## src/rtl/dsi_packet_parser_pkg.sv

```systemverilog
// Shared definitions for the DSI packet parser: data types, FSM states and CRC helpers.
package dsi_pkg;

  localparam logic [5:0]  DT_VSS    = 6'h01;
  localparam logic [5:0]  DT_HSS    = 6'h21;
  localparam logic [5:0]  DT_RGB888 = 6'h3E;

  localparam logic [15:0] CRC_POLY  = 16'h8408;
  localparam logic [15:0] CRC_INIT  = 16'hFFFF;

  typedef enum logic [2:0] {
    HDR0,
    HDR1,
    HDR2,
    HDR3,
    PAYLOAD,
    CRC0,
    CRC1,
    SKIP
  } state_t;

  // Long packets are identified by the low nibble of the data type alone.
  function automatic logic is_long_dt(input logic [5:0] dt);
    case (dt[3:0])
      4'h9, 4'hC, 4'hD, 4'hE: return 1'b1;
      default:                return 1'b0;
    endcase
  endfunction

  function automatic logic [15:0] crc16_next(input logic [15:0] crc, input logic [7:0] data);
    logic [15:0] c;
    c = crc ^ {8'h00, data};
    for (int i = 0; i < 8; i++) begin
      c = c[0] ? ((c >> 1) ^ CRC_POLY) : (c >> 1);
    end
    return c;
  endfunction

endpackage

```

## src/rtl/dsi_packet_parser_if.sv

```systemverilog
// Byte-stream input and decoded video/error outputs of the DSI packet parser.
interface dsi_packet_parser_if;

  logic [7:0]  byte_in;
  logic        byte_valid;
  logic        sot;
  logic [23:0] pixel_data;
  logic        pixel_valid;
  logic        hsync;
  logic        vsync;
  logic        crc_err;
  logic        len_err;

  modport master (
    output byte_in, byte_valid, sot,
    input  pixel_data, pixel_valid, hsync, vsync, crc_err, len_err
  );

  modport slave (
    input  byte_in, byte_valid, sot,
    output pixel_data, pixel_valid, hsync, vsync, crc_err, len_err
  );

endinterface

```

## src/rtl/dsi_packet_parser_crc16.sv

```systemverilog
// Byte-wise CRC-16/CCITT (reflected) accumulator; init wins over en.
module dsi_crc16
  import dsi_pkg::*;
(
  input  logic        clk,
  input  logic        reset,
  input  logic        i_init,
  input  logic        i_en,
  input  logic [7:0]  i_byte,
  output logic [15:0] o_crc
);

  logic [15:0] r_crc;
  logic [15:0] w_next;

  assign w_next = crc16_next(r_crc, i_byte);
  assign o_crc  = r_crc;

  always_ff @(posedge clk or posedge reset) begin
    if (reset) begin
      r_crc <= '0;
    end else if (i_init) begin
      r_crc <= CRC_INIT;
    end else if (i_en) begin
      r_crc <= w_next;
    end
  end

endmodule

```

## src/rtl/dsi_packet_parser.sv

```systemverilog
// DSI packet parser: decodes headers, packs RGB888 payload into pixels, emits sync
// pulses and flags checksum/length errors.
module dsi_packet_parser
  import dsi_pkg::*;
#(
  parameter logic [1:0]  VC     = 2'd0,
  parameter logic [15:0] MAX_WC = 16'd3840
)
(
  input  logic               clk,
  input  logic               reset,
  dsi_packet_parser_if.slave bus
);

  state_t      r_state;
  logic [5:0]  r_dt;
  logic [1:0]  r_vc;
  logic [15:0] r_wc;
  logic [15:0] r_count;
  logic [1:0]  r_pix_idx;
  logic [7:0]  r_red;
  logic [7:0]  r_green;
  logic [7:0]  r_crc_lo;
  logic [23:0] r_pixel_data;
  logic        r_pixel_valid;
  logic        r_hsync;
  logic        r_vsync;
  logic        r_crc_err;
  logic        r_len_err;

  logic        w_take;
  logic        w_own;
  logic        w_rgb;
  logic        w_crc_init;
  logic        w_crc_en;
  logic [15:0] w_crc;

  // A byte arriving with sot belongs to the new packet, never the current one.
  assign w_take     = bus.byte_valid & ~bus.sot;
  assign w_own      = (r_vc == VC);
  assign w_rgb      = w_own && (r_dt == DT_RGB888);
  assign w_crc_init = w_take && (r_state == HDR3) && is_long_dt(r_dt);
  assign w_crc_en   = w_take && (r_state == PAYLOAD);

  dsi_crc16 u_crc (
    .clk    (clk),
    .reset  (reset),
    .i_init (w_crc_init),
    .i_en   (w_crc_en),
    .i_byte (bus.byte_in),
    .o_crc  (w_crc)
  );

  always_ff @(posedge clk or posedge reset) begin
    if (reset) begin
      r_state       <= HDR0;
      r_dt          <= '0;
      r_vc          <= '0;
      r_wc          <= '0;
      r_count       <= '0;
      r_pix_idx     <= '0;
      r_red         <= '0;
      r_green       <= '0;
      r_crc_lo      <= '0;
      r_pixel_data  <= '0;
      r_pixel_valid <= 1'b0;
      r_hsync       <= 1'b0;
      r_vsync       <= 1'b0;
      r_crc_err     <= 1'b0;
      r_len_err     <= 1'b0;
    end else begin
      // NOTE: non-blocking assignments let the pulse defaults below be overridden
      // later in the same block without ordering hazards between registers.
      r_pixel_valid <= 1'b0;
      r_hsync       <= 1'b0;
      r_vsync       <= 1'b0;
      r_crc_err     <= 1'b0;
      r_len_err     <= 1'b0;

      if (bus.sot) begin
        if (r_state != HDR0) r_len_err <= 1'b1;
        r_pix_idx <= '0;
        if (bus.byte_valid) begin
          r_dt    <= bus.byte_in[5:0];
          r_vc    <= bus.byte_in[7:6];
          r_state <= HDR1;
        end else begin
          r_state <= HDR0;
        end
      end else if (bus.byte_valid) begin
        case (r_state)
          HDR0: begin
            r_dt    <= bus.byte_in[5:0];
            r_vc    <= bus.byte_in[7:6];
            r_state <= HDR1;
          end
          HDR1: begin
            r_wc[7:0] <= bus.byte_in;
            r_state   <= HDR2;
          end
          HDR2: begin
            r_wc[15:8] <= bus.byte_in;
            r_state    <= HDR3;
          end
          HDR3: begin
            r_pix_idx <= '0;
            if (!is_long_dt(r_dt)) begin
              r_vsync <= w_own && (r_dt == DT_VSS);
              r_hsync <= w_own && (r_dt == DT_HSS);
              r_state <= HDR0;
            end else if (r_wc > MAX_WC) begin
              r_len_err <= w_own;
              r_state   <= HDR0;
            end else if (r_wc == 16'd0) begin
              r_state <= CRC0;
            end else begin
              r_count <= r_wc;
              r_state <= PAYLOAD;
            end
          end
          PAYLOAD: begin
            r_count <= r_count - 16'd1;
            if (w_rgb) begin
              case (r_pix_idx)
                2'd0:    begin r_red   <= bus.byte_in; r_pix_idx <= 2'd1; end
                2'd1:    begin r_green <= bus.byte_in; r_pix_idx <= 2'd2; end
                default: begin
                  r_pixel_data  <= {r_red, r_green, bus.byte_in};
                  r_pixel_valid <= 1'b1;
                  r_pix_idx     <= 2'd0;
                end
              endcase
            end
            if (r_count == 16'd1) begin
              // The last byte of a whole number of pixels is always a B byte.
              r_len_err <= w_rgb && (r_pix_idx != 2'd2);
              r_state   <= CRC0;
            end
          end
          CRC0: begin
            r_crc_lo <= bus.byte_in;
            r_state  <= CRC1;
          end
          CRC1: begin
            r_crc_err <= w_own && ({bus.byte_in, r_crc_lo} != w_crc);
            r_state   <= HDR0;
          end
          SKIP: r_state <= SKIP;
        endcase
      end
    end
  end

  assign bus.pixel_data  = r_pixel_data;
  assign bus.pixel_valid = r_pixel_valid;
  assign bus.hsync       = r_hsync;
  assign bus.vsync       = r_vsync;
  assign bus.crc_err     = r_crc_err;
  assign bus.len_err     = r_len_err;

endmodule

```

## src/flat_wrapper.sv

```systemverilog
// flat-port wrapper written by rule: the top's interface ports become plain ports
module dsi_packet_parser_flat import dsi_pkg::*;
#(
  parameter logic [1:0]  VC     = 2'd0,
  parameter logic [15:0] MAX_WC = 16'd3840
)
  (clk, reset, bus_byte_in, bus_byte_valid, bus_sot, bus_pixel_data, bus_pixel_valid, bus_hsync, bus_vsync, bus_crc_err, bus_len_err);
  dsi_packet_parser_if bus_i ();
  input  logic clk;
  input  logic reset;
  input wire logic [$bits(bus_i.byte_in)-1:0] bus_byte_in;
  input wire logic [$bits(bus_i.byte_valid)-1:0] bus_byte_valid;
  input wire logic [$bits(bus_i.sot)-1:0] bus_sot;
  output wire logic [$bits(bus_i.pixel_data)-1:0] bus_pixel_data;
  output wire logic [$bits(bus_i.pixel_valid)-1:0] bus_pixel_valid;
  output wire logic [$bits(bus_i.hsync)-1:0] bus_hsync;
  output wire logic [$bits(bus_i.vsync)-1:0] bus_vsync;
  output wire logic [$bits(bus_i.crc_err)-1:0] bus_crc_err;
  output wire logic [$bits(bus_i.len_err)-1:0] bus_len_err;
  assign bus_i.byte_in = bus_byte_in;
  assign bus_i.byte_valid = bus_byte_valid;
  assign bus_i.sot = bus_sot;
  assign bus_pixel_data = bus_i.pixel_data;
  assign bus_pixel_valid = bus_i.pixel_valid;
  assign bus_hsync = bus_i.hsync;
  assign bus_vsync = bus_i.vsync;
  assign bus_crc_err = bus_i.crc_err;
  assign bus_len_err = bus_i.len_err;
  dsi_packet_parser #(.VC(VC), .MAX_WC(MAX_WC)) u_core (.clk(clk), .reset(reset), .bus(bus_i));
endmodule
```

## config.mk

```make
export PLATFORM = sky130hd
export DESIGN_NAME = dsi_packet_parser_flat
export DESIGN_NICKNAME = d
export VERILOG_FILES = /design/src/rtl/dsi_packet_parser_pkg.sv /design/src/rtl/dsi_packet_parser_if.sv /design/src/rtl/dsi_packet_parser_crc16.sv /design/src/rtl/dsi_packet_parser.sv /design/src/flat_wrapper.sv
export SDC_FILE = /design/constraint.sdc
export NUM_CORES = 1
export LEC_CHECK = 0
export ABC_AREA = 1
export CAP_MARGIN = 10
export CORE_MARGIN = 2
export CORE_UTILIZATION = 59
export CTS_CLUSTER_SIZE = 12
export DETAILED_ROUTE_END_ITERATION = 8
export PLACE_DENSITY_LB_ADDON = 0.05
export SETUP_SLACK_MARGIN = 0.3
export SLEW_MARGIN = 20
export SYNTH_ARGS = -nofsm -noshare
export SYNTH_HDL_FRONTEND = slang
export SYNTH_SLANG_ARGS = --single-unit
```

## constraint.sdc

```tcl
create_clock -name clk -period 4.2 [get_ports clk]
set_input_delay 0.63 -clock clk [delete_from_list [all_inputs] [get_ports clk]]
set_output_delay 0.63 -clock clk [all_outputs]
set_load 0.01 [all_outputs]
```

After elaboration in Yosys (flattened, before gate mapping)
Cells that the tools add are included.
{ "word_totals": {"input_bits": 12, "output_inout_bits": 29, "reg_bits": 114, "word_cells": 146} }
{ "op_classes": {"n_addsub": 1, "bitwise": 12, "magnitude_cmp": 1, "muxes": 62, "n_eq_ne": 23, "reduce_logical": 30} }
{ "op_table": {"columns": ["operator", "n"], "rows": [
  ["two-way mux 16 bit", 13],
  ["one-hot mux 16 bit (2 select lines)", 1],
  ["two-way mux 1 bit", 28],
  ["two-way mux 6 bit", 4],
  ["inverter 2 -> 3 bit", 8],
  ["one-hot mux 3 bit (8 select lines)", 1],
  ["equality test 16 x 1 -> 1 bit (second input constant)", 1],
  ["equality test 4 bit (second input constant)", 4],
  ["greater-than comparator 16 x 12 -> 1 bit (second input constant)", 1],
  ["logical NOT 16 bit", 1],
  ["!= test 16 bit", 1],
  ["subtractor 16 x 1 -> 16 bit (second input constant)", 1],
  ["XOR 16 x 8 -> 16 bit", 1],
  ["two-way mux 3 bit", 5],
  ["AND reduction 5 bit", 3],
  ["two-way mux 2 bit", 7],
  ["equality test 3 bit (second input constant)", 4],
  ["equality test 6 bit (second input constant)", 2],
  ["AND reduction 3 bit", 4],
  ["logical AND 1 bit", 8],
  ["!= test 2 bit (second input constant)", 4],
  ["one-hot mux 2 bit (2 select lines)", 2],
  ["nonzero test 2 bit", 4],
  ["equality test 3 x 2 -> 1 bit (second input constant)", 2],
  ["15 further kinds", 19]
]} }

Depth between registers and ports, before layout
Gate-level depths: netlist of run 1.
{ "logic_depth": {"ltp_word": 19, "depth_mapped": 11} }

By module
A second synthesis of run 1 with hierarchy kept.
{ "unflattened": {"cells_unflattened": 821, "area_unflattened_um2": 6090.8} }
{ "modules_own_cells": {"columns": ["module", "cells_each", "area_each_um2", "instances", "seq_area_each_um2"], "rows": [
  ["dsi_packet_parser", 643, 4992.3, 1, 2452.4],
  ["dsi_crc16", 178, 1098.6, 1, 400.4]
]} }

Least setup slack after synthesis of run 1
No wires, ideal clock.
{ "synth_path": {"path_type": "input to register", "start": "input bus_byte_valid", "end": "register u_core.r_green[0]", "t_required_ns": 4.074, "setup_time_ns": 0.126, "arrival_ns": 1.603, "cell_stages": 10, "setup_slack_ns": 2.471, "cell_sequence": "inv_2 > nor2_4 > inv_2 > nor2_8 > nand2_1 > nor2_1 > nand2_2 > buf_2 > nand2_1 > o21ai_1"} }
{ "synth_between": {"elab_chain_len": 1} }
{ "synth_rtl": {"columns": ["item", "line", "text"], "rows": [
  ["start: declaration", "flat_wrapper.sv:12", "input wire logic [$bits(bus_i.byte_valid)-1:0] bus_byte_valid;"],
  ["AND reduction 5 bit (no source line)", null, null],
  ["end signal: assignment", "dsi_packet_parser.sv:63", "r_green <= '0;"],
  ["end signal: assignment", "dsi_packet_parser.sv:126", "2'd1: begin r_green <= bus.byte_in; r_pix_idx <= 2'd2; end"],
  ["end: declaration", "dsi_packet_parser.sv:22", "logic [7:0] r_green;"]
]} }
Every way passes these cells.
A chain may end at the register's enable or synchronous reset.

Final worst setup path of run 1
{ "layout_path": {"start": "input bus_sot", "end": "register u_core.r_count[5]"} }
{ "layout_between": {"elab_chain_len": 2} }
{ "layout_rtl": {"columns": ["item", "line", "text"], "rows": [
  ["start: declaration", "flat_wrapper.sv:13", "input wire logic [$bits(bus_i.sot)-1:0] bus_sot;"],
  ["inverter 1 bit (no source line)", null, null],
  ["AND reduction 6 bit (no source line)", null, null],
  ["end signal: assignment", "dsi_packet_parser.sv:117", "r_count <= r_wc;"],
  ["end signal: assignment", "dsi_packet_parser.sv:122", "r_count <= r_count - 16'd1;"],
  ["end: declaration", "dsi_packet_parser.sv:19", "logic [15:0] r_count;"]
]} }
Every way passes these cells.

==> impl_results.md, run 1 <==
- Diode count: 0
- Core area: 0.009284 sq mm
- Port buffer count: 40
- Routed vias: 5,064
- Hold depth: 2
- Final setup margin: 1.805 ns
- Crit end category: flip-flop
- Antenna Violating Nets Remaining: 0
- Critical path class: in -> reg
- GRT Util Overall: 30.63%
- Num CTS Buffers: 17
- Area leader, netlist: dfrtp_1
- Root buffer cell: clkbuf_8
- Critical Path RT: 4.65 ns
- Initial antenna violation count: 0
- Initial drt markers: 324
- Worst-case hold slack: 0.4751 ns
- Dpl hpwl: 9781 microns
- Peak VDD IR: 0.0003171 V
- Power Total: 3.870 mW
- Layout cell share with drive strength beyond 1: 7.170%
- Count of final hold-check violations: 0
- Ranking of synthesized cells by area: dfrtp_1, nand2_1, o21ai_0
- Leakage power: 3.429 nW
- Setup violators final: 0
- Logic pwr share: 26.1%
- FF+latch count, synth: 114
- H-tree depth: 4
- Sw frac: 34.61%
- Primary FF master, synth: dfrtp_1
- DIE AREA: 0.01044 sq mm
- Cell count after synthesis: 739
- Slew @ Worst Pin: 0.9381 ns
- Avg Vias per Cell: 5.481
- Final Core Density: 72.80%
- Net Sw Power: 1.340 mW
- Pins Over Slew Limit: 0
- Largest net degree at the start of global routing: 70
- Max cap viols: 0
- DRT Pass-1 Iters: 5
- YS warnings: 0
- Part of the power in the clock network: 36.6%
- Worst Path Max Fanout: 13
- Number of clock sinks: 114
- CTS tree: built
- Pwr/cell area: 572.6 mW/mm^2
- Hold_buf cts: 0
- Post-synthesis net count: 753
- CTS clk-pin slew, worst paths: 0.06 ns
- Async S/R FF share, synth: 100.0%
- I/O pin total: 41
- RSZ-0062 raised after global routing: no
- Synth top area share: 50.15%
- GPL Wtd Cong: 0.9185
- Synth unique cells: 37
- Initial Utilization: 61.27%
- Avg Inst Size Synth: 7.697 sq um
- Slew margin rel.: 37.12%
- Synth-to-layout area growth: 18.83%
- Pre-CTS WS: 1.319 ns
- Sequential area share after synthesis: 50.15%
- GR Overflow Total: 0
- CTS-repair resized insts: 0
- Reg2reg path depth: 8
- WP data arrival: 2.85 ns
- Final Critical Period: 2.395 ns
- Sequential share of power: 37.3%
- Max Buffers Root-to-Sink: 2
- Core Rows: 35
- Drt wl/cell: 15.87 microns
- Clock Latency Late Sink: 0.52 ns
- Number of enable flip-flop cells after synthesis: 0
- Type of element launching the critical path: input pin
- Tcrit/Tclk final: 57.02%
- Int Pwr: 2.531 mW
- Worst Clk Skew: 0.009249 ns
- Fmax: 417.6 MHz
- Total Routed Length: 14,670 microns
- Total setup buffers inserted after CTS: 0
- DIE HEIGHT: 102.2 microns
- Hold Path Class: reg -> reg
- # DRC: 0
- Vias in the first global route: 4,854
- Status: complete, no violations
- Final TNS setup: 0 ns
- Chip width: 102.2 microns
- # nets final: 797
- First-pass GRT wire length: 24,100 microns
- Syn Std Cell Area: 0.005688 sq mm
## sequential cells by signal (all words and copies together), names as in the netlist, 6 cells and up
| register | cells |
|---|---|
| u_core.u_crc.o_crc | 16 |
| u_core.r_dt | 6 |
| u_core.r_red | 8 |
| u_core.r_crc_lo | 8 |
| u_core.r_count | 16 |
| u_core.bus.pixel_data | 24 |
| u_core.r_green | 8 |
| u_core.r_wc | 16 |
## final timing paths
path	slack, ns	start	to
setup / recovery	1.81	bus_sot	u_core.r_count[5]
hold / removal	0.48	u_core.r_red[1]	u_core.bus.pixel_data[17]
setup reg to reg	1.92	u_core.r_state[0]	u_core.r_count[5]
hold reg to reg	0.48	u_core.r_red[1]	u_core.bus.pixel_data[17]
max in group asynchronous	2.66	reset	u_core.r_pix_idx[0]
min in group asynchronous	0.65	reset	u_core.r_crc_lo[6]
## layout make-up
type                    count  area, sq um
repair buffers             43        422.9
clock inverters            14        163.9
fillers                   711         2525
flip-flops and latches    114         2853
well taps                 129        161.4
clock buffers              17        414.1
inverters                  63        239.0
multi-input cells         544         2505
## logic make-up after synthesis
family,after synthesis,synth area share [%]
buf+inv,81,5.808
compound gates,104,9.327
simple gates,416,30.88
flops,114,50.15
xor+xnor,22,3.388
fa+ha+maj,2,0.4399
## layout by cell type (no fill, tap or decap), types with 2 or more instances in the layout
cell             count
nand2_1            287
dfrtp_1            114
o21ai_0             62
nor2_1              60
inv_1               56
clkdlybuf4s50_1     40
nand3_1             32
a21oi_1             20
o21ai_1             16
clkbuf_16           16
xnor2_1             14
nand4_1              9
xor2_1               8
inv_2                5
nor3_1               5
clkinv_2             5
nand2_2              4
a31oi_1              4
nor2_4               3
nand3b_1             3
bufinv_16            3
clkinvlp_4           3
buf_4                3
nor2_2               2
nor4_1               2
ha_1                 2
inv_6                2
## power by group through the flow
stage	logic [mW]	clock network (mW)	registers (mW)
2_1_floorplan	0.779	0	1.40
3_3_place_gp	0.954	0	1.45
3_5_place_dp	0.978	0	1.45
4_1_cts	1.00	1.42	1.44
5_1_grt	1.15	1.47	1.47
6_report	1.01	1.42	1.44
## stage by stage
stage	cells	instance area (sq um)
6_report	924	6759
5_1_grt	924	6759
4_1_cts	924	6759
3_5_place_dp	893	6181
3_3_place_gp	893	6181
2_1_floorplan	739	5688
## synth_stat cells, types with 2 or more instances
cell type,number
a21oi_1,20
nor2_4,3
clkbuf_1,7
nand2_1,287
nand2_2,4
nor3_1,5
ha_1,2
nand4_1,9
xor2_1,8
dfrtp_1,114
inv_2,5
nand3b_1,3
o21ai_0,62
nor2_1,60
inv_1,57
a31oi_1,4
buf_2,6
xnor2_1,14
nor4_1,2
nor2_2,2
nand3_1,32
buf_6,2
o21ai_1,16
buf_1,2
## worst max-delay path: stages
cell	delay [ns]
clkdlybuf4s50_1	0.55
nor2_4	0.27
nand2_2	0.08
nor2_2	0.41
nor2_1	0.14
nor2_2	0.53
nand2_1	0.13
nand2_1	0.11
## routing by layer
layer	GRT usage [%]	share of wire, %
met2	50.71	49
met1	40.96	44
met5	0	0
met4	9.538	1.3
met3	6.361	5.6
Power figures use the tool's default switching activity.
==> run 2, diff against run 1 <==
Settings changed: CORE_UTILIZATION 59 to 53.
Clock period 4.2 ns to 2.2 ns, I/O delays scaled along.
==> run 2 against run 1 <==
Register-to-register slack got worse by 1.5 ns. Routed wire length fell by 5.9%. Global-route usage fell by 4.5 points. Critical endpoint is now u_core.r_count[3]. Largest cell class unchanged. Highest routed layer unchanged.
==> impl_results.md, run 2 (synthesized netlist as in run 1, its figures left out) <==
- # nets final: 810 (+1.6%)
- Initial antenna violation count: 0 (unchanged)
- Status: complete, no violations
- Root buffer cell: clkbuf_8
- FF/Latch Area: 0.002853 sq mm (unchanged)
- Worst Path Max Fanout: 18 (+5)
- Area occupied by multi-input gates: 0.002517 sq mm (+0.50%)
- WP data arrival: 2.18 ns (-0.67 ns)
- DIE HEIGHT: 107.6 microns (+5.3%)
- Largest net degree at the start of global routing: 41 (-41%)
- DRT Pass-1 Iters: 5 (unchanged)
- Vias in the first global route: 4,763 (-1.9%)
- Core area: 0.01037 sq mm (+12%)
- Max Buffers Root-to-Sink: 2 (unchanged)
- Chip width: 107.6 microns (+5.3%)
- Pins Over Slew Limit: 0 (unchanged)
- Final TNS setup: 0 ns (unchanged)
- R2r setup slk: 0.42 ns (-1.50 ns)
- Dpl hpwl: 9665 microns (-1.2%)
- I/O pin total: 41 (unchanged)
- GRT Util Overall: 26.09% (-4.5 points)
- Final Core Density: 66.89% (-5.9 points)
- Peak VDD IR: 0.0009528 V (+200%)
- Routed vias: 4,932 (-2.6%)
- Antenna Violating Nets Remaining: 0 (unchanged)
- Type of element launching the critical path: flip-flop
- DIE AREA: 0.01158 sq mm (+11%)
- First-pass GRT wire length: 23,330 microns (-3.2%)
- Total Routed Length: 13,800 microns (-5.9%)
- Initial Utilization: 54.85% (-6.4 points)
- Setup violators final: 0 (unchanged)
- Layout cell share with drive strength beyond 1: 8.405% (+1.2 points)
- Pwr/cell area: 1079 mW/mm^2 (+88%)
- Hold Path Class: in -> async
- Slew margin rel.: 60.69% (+24 points)
- Num CTS Buffers: 17 (unchanged)
- Core Rows: 37 (+5.7%)
- Tcrit/Tclk final: 80.79%
- Hold_buf cts: 0 (unchanged)
- Critical path class: reg -> reg
- CTS tree: built
- Drt wl/cell: 14.60 microns (-8.0%)
- Number of clock sinks: 114 (unchanged)
- Most frequent cells in the layout: nand2_1, dfrtp_1, o21ai_0, nor2_1, inv_1
- # DRC: 0 (unchanged)
- Worst Clk Skew: 0.008341 ns (-0.0009081 ns)
- Diode count: 0 (unchanged)
- Max cap viols: 0 (unchanged)
- Final Critical Period: 1.777 ns
- Initial drt markers: 310 (-4.3%)
- Count of final hold-check violations: 0 (unchanged)
- RSZ-0062 raised after global routing: yes
- GPL Wtd Cong: 0.9124 (-0.66%)
- Power Total: 7.484 mW (+93%)
- Avg Vias per Cell: 5.219 (-4.8%)
- Fmax: 562.7 MHz
- Max FFs per register: 24 (unchanged)
- Fill cells: 884 (+24%)
- Leakage power: 3.543 nW (+3.3%)
- GR Overflow Total: 0 (unchanged)
- Clock Latency Late Sink: 0.52 ns (about the same)
- Synth-to-layout area growth: 21.95%
- H-tree depth: 4 (unchanged)
- Commonest non-fill, non-tap cell in the layout: nand2_1
- CTS clk-pin slew, worst paths: 0.06 ns (about the same)
- Slew @ Worst Pin: 0.5885 ns (-0.3496 ns)
- Port buffer count: 40 (unchanged)
- Critical Path RT: 2.60 ns (-2.05 ns)
- Reg2reg path depth: 8 (unchanged)
- Crit end category: flip-flop
-- run 2: cell count changes in the layout (fill, tap and decap cells not counted), sizes merged --
cell    change
buf        +13
clkbuf      +6
clkinv      -3
inv         -3
bufinv      +1
-- run 2: final cells by class --
cell class | count | share of cell area [%]
Multi-Input combinational cell | 544 | 36.29
Clock inverter | 9 | 2.219
Sequential cell | 114 | 41.13
Inverter | 63 | 3.463
Timing Repair Buffer | 56 | 7.864
Clock buffer | 23 | 6.584
Tap cell | 136 | 2.453
-- run 2: timing repair --
action                     in CTS  in global routing
resized for setup               0                  3
buffers inserted                0                  0
setup endpoints to repair       0                 17
-- run 2: power breakdown --
group          internal [mW]  leakage, nW  switching, mW
sequential              2.41         1.50          0.335
combinational          0.724         1.75           1.16
clock                   1.90        0.292          0.953
-- run 2: metal layers --
| layer | global-route usage, % | vias up | share of wire (%) |
|---|---|---|---|
| li1 | - | 2465 | - |
| met5 | 0 | - | 0 |
| met1 | 33.03 | 2313 | 44 |
| met4 | 11.17 | 0 | 3.0 |
| met3 | 7.264 | 27 | 4.8 |
| met2 | 42.00 | 127 | 48 |
-- run 2: through the flow --
| stage | cells | hold WS (ns) | area (sq um) | setup slack [ns] |
|---|---|---|---|---|
| global placement | 913 | 0.4644 | 6314 | 0.1749 |
| detailed placement | 913 | 0.4619 | 6314 | 0.1394 |
| global route | 945 | 0.2433 | 6937 | 0.2875 |
| floorplan | 739 | 0.4422 | 5692 | 0.4846 |
| finish | 945 | 0.2281 | 6937 | 0.4227 |
| CTS | 945 | 0.2313 | 6924 | 0.3612 |
-- run 2: worst paths after layout --
| check | end | startpoint |
|---|---|---|
| worst max-delay path | u_core.r_count[3] | u_core.r_state[0] |
| worst min-delay path | u_core.r_count[12] | reset |
| worst max register to register | u_core.r_count[3] | u_core.r_state[0] |
| worst min register to register | u_core.bus.pixel_data[9] | u_core.r_green[1] |
| max in group asynchronous | u_core.bus.pixel_data[12] | reset |
| min in group clk | u_core.bus.pixel_data[9] | u_core.r_green[1] |
-- run 2: critical path, cell delays in order, from the launching register on --
cell and delay (ns):
dfrtp_1 0.47, nor2_4 0.19, nand2_4 0.17, nor2_8 0.20
nor2_1 0.09, inv_2 0.12, nand3_4 0.22, nand2_1 0.11
o21ai_0 0.08
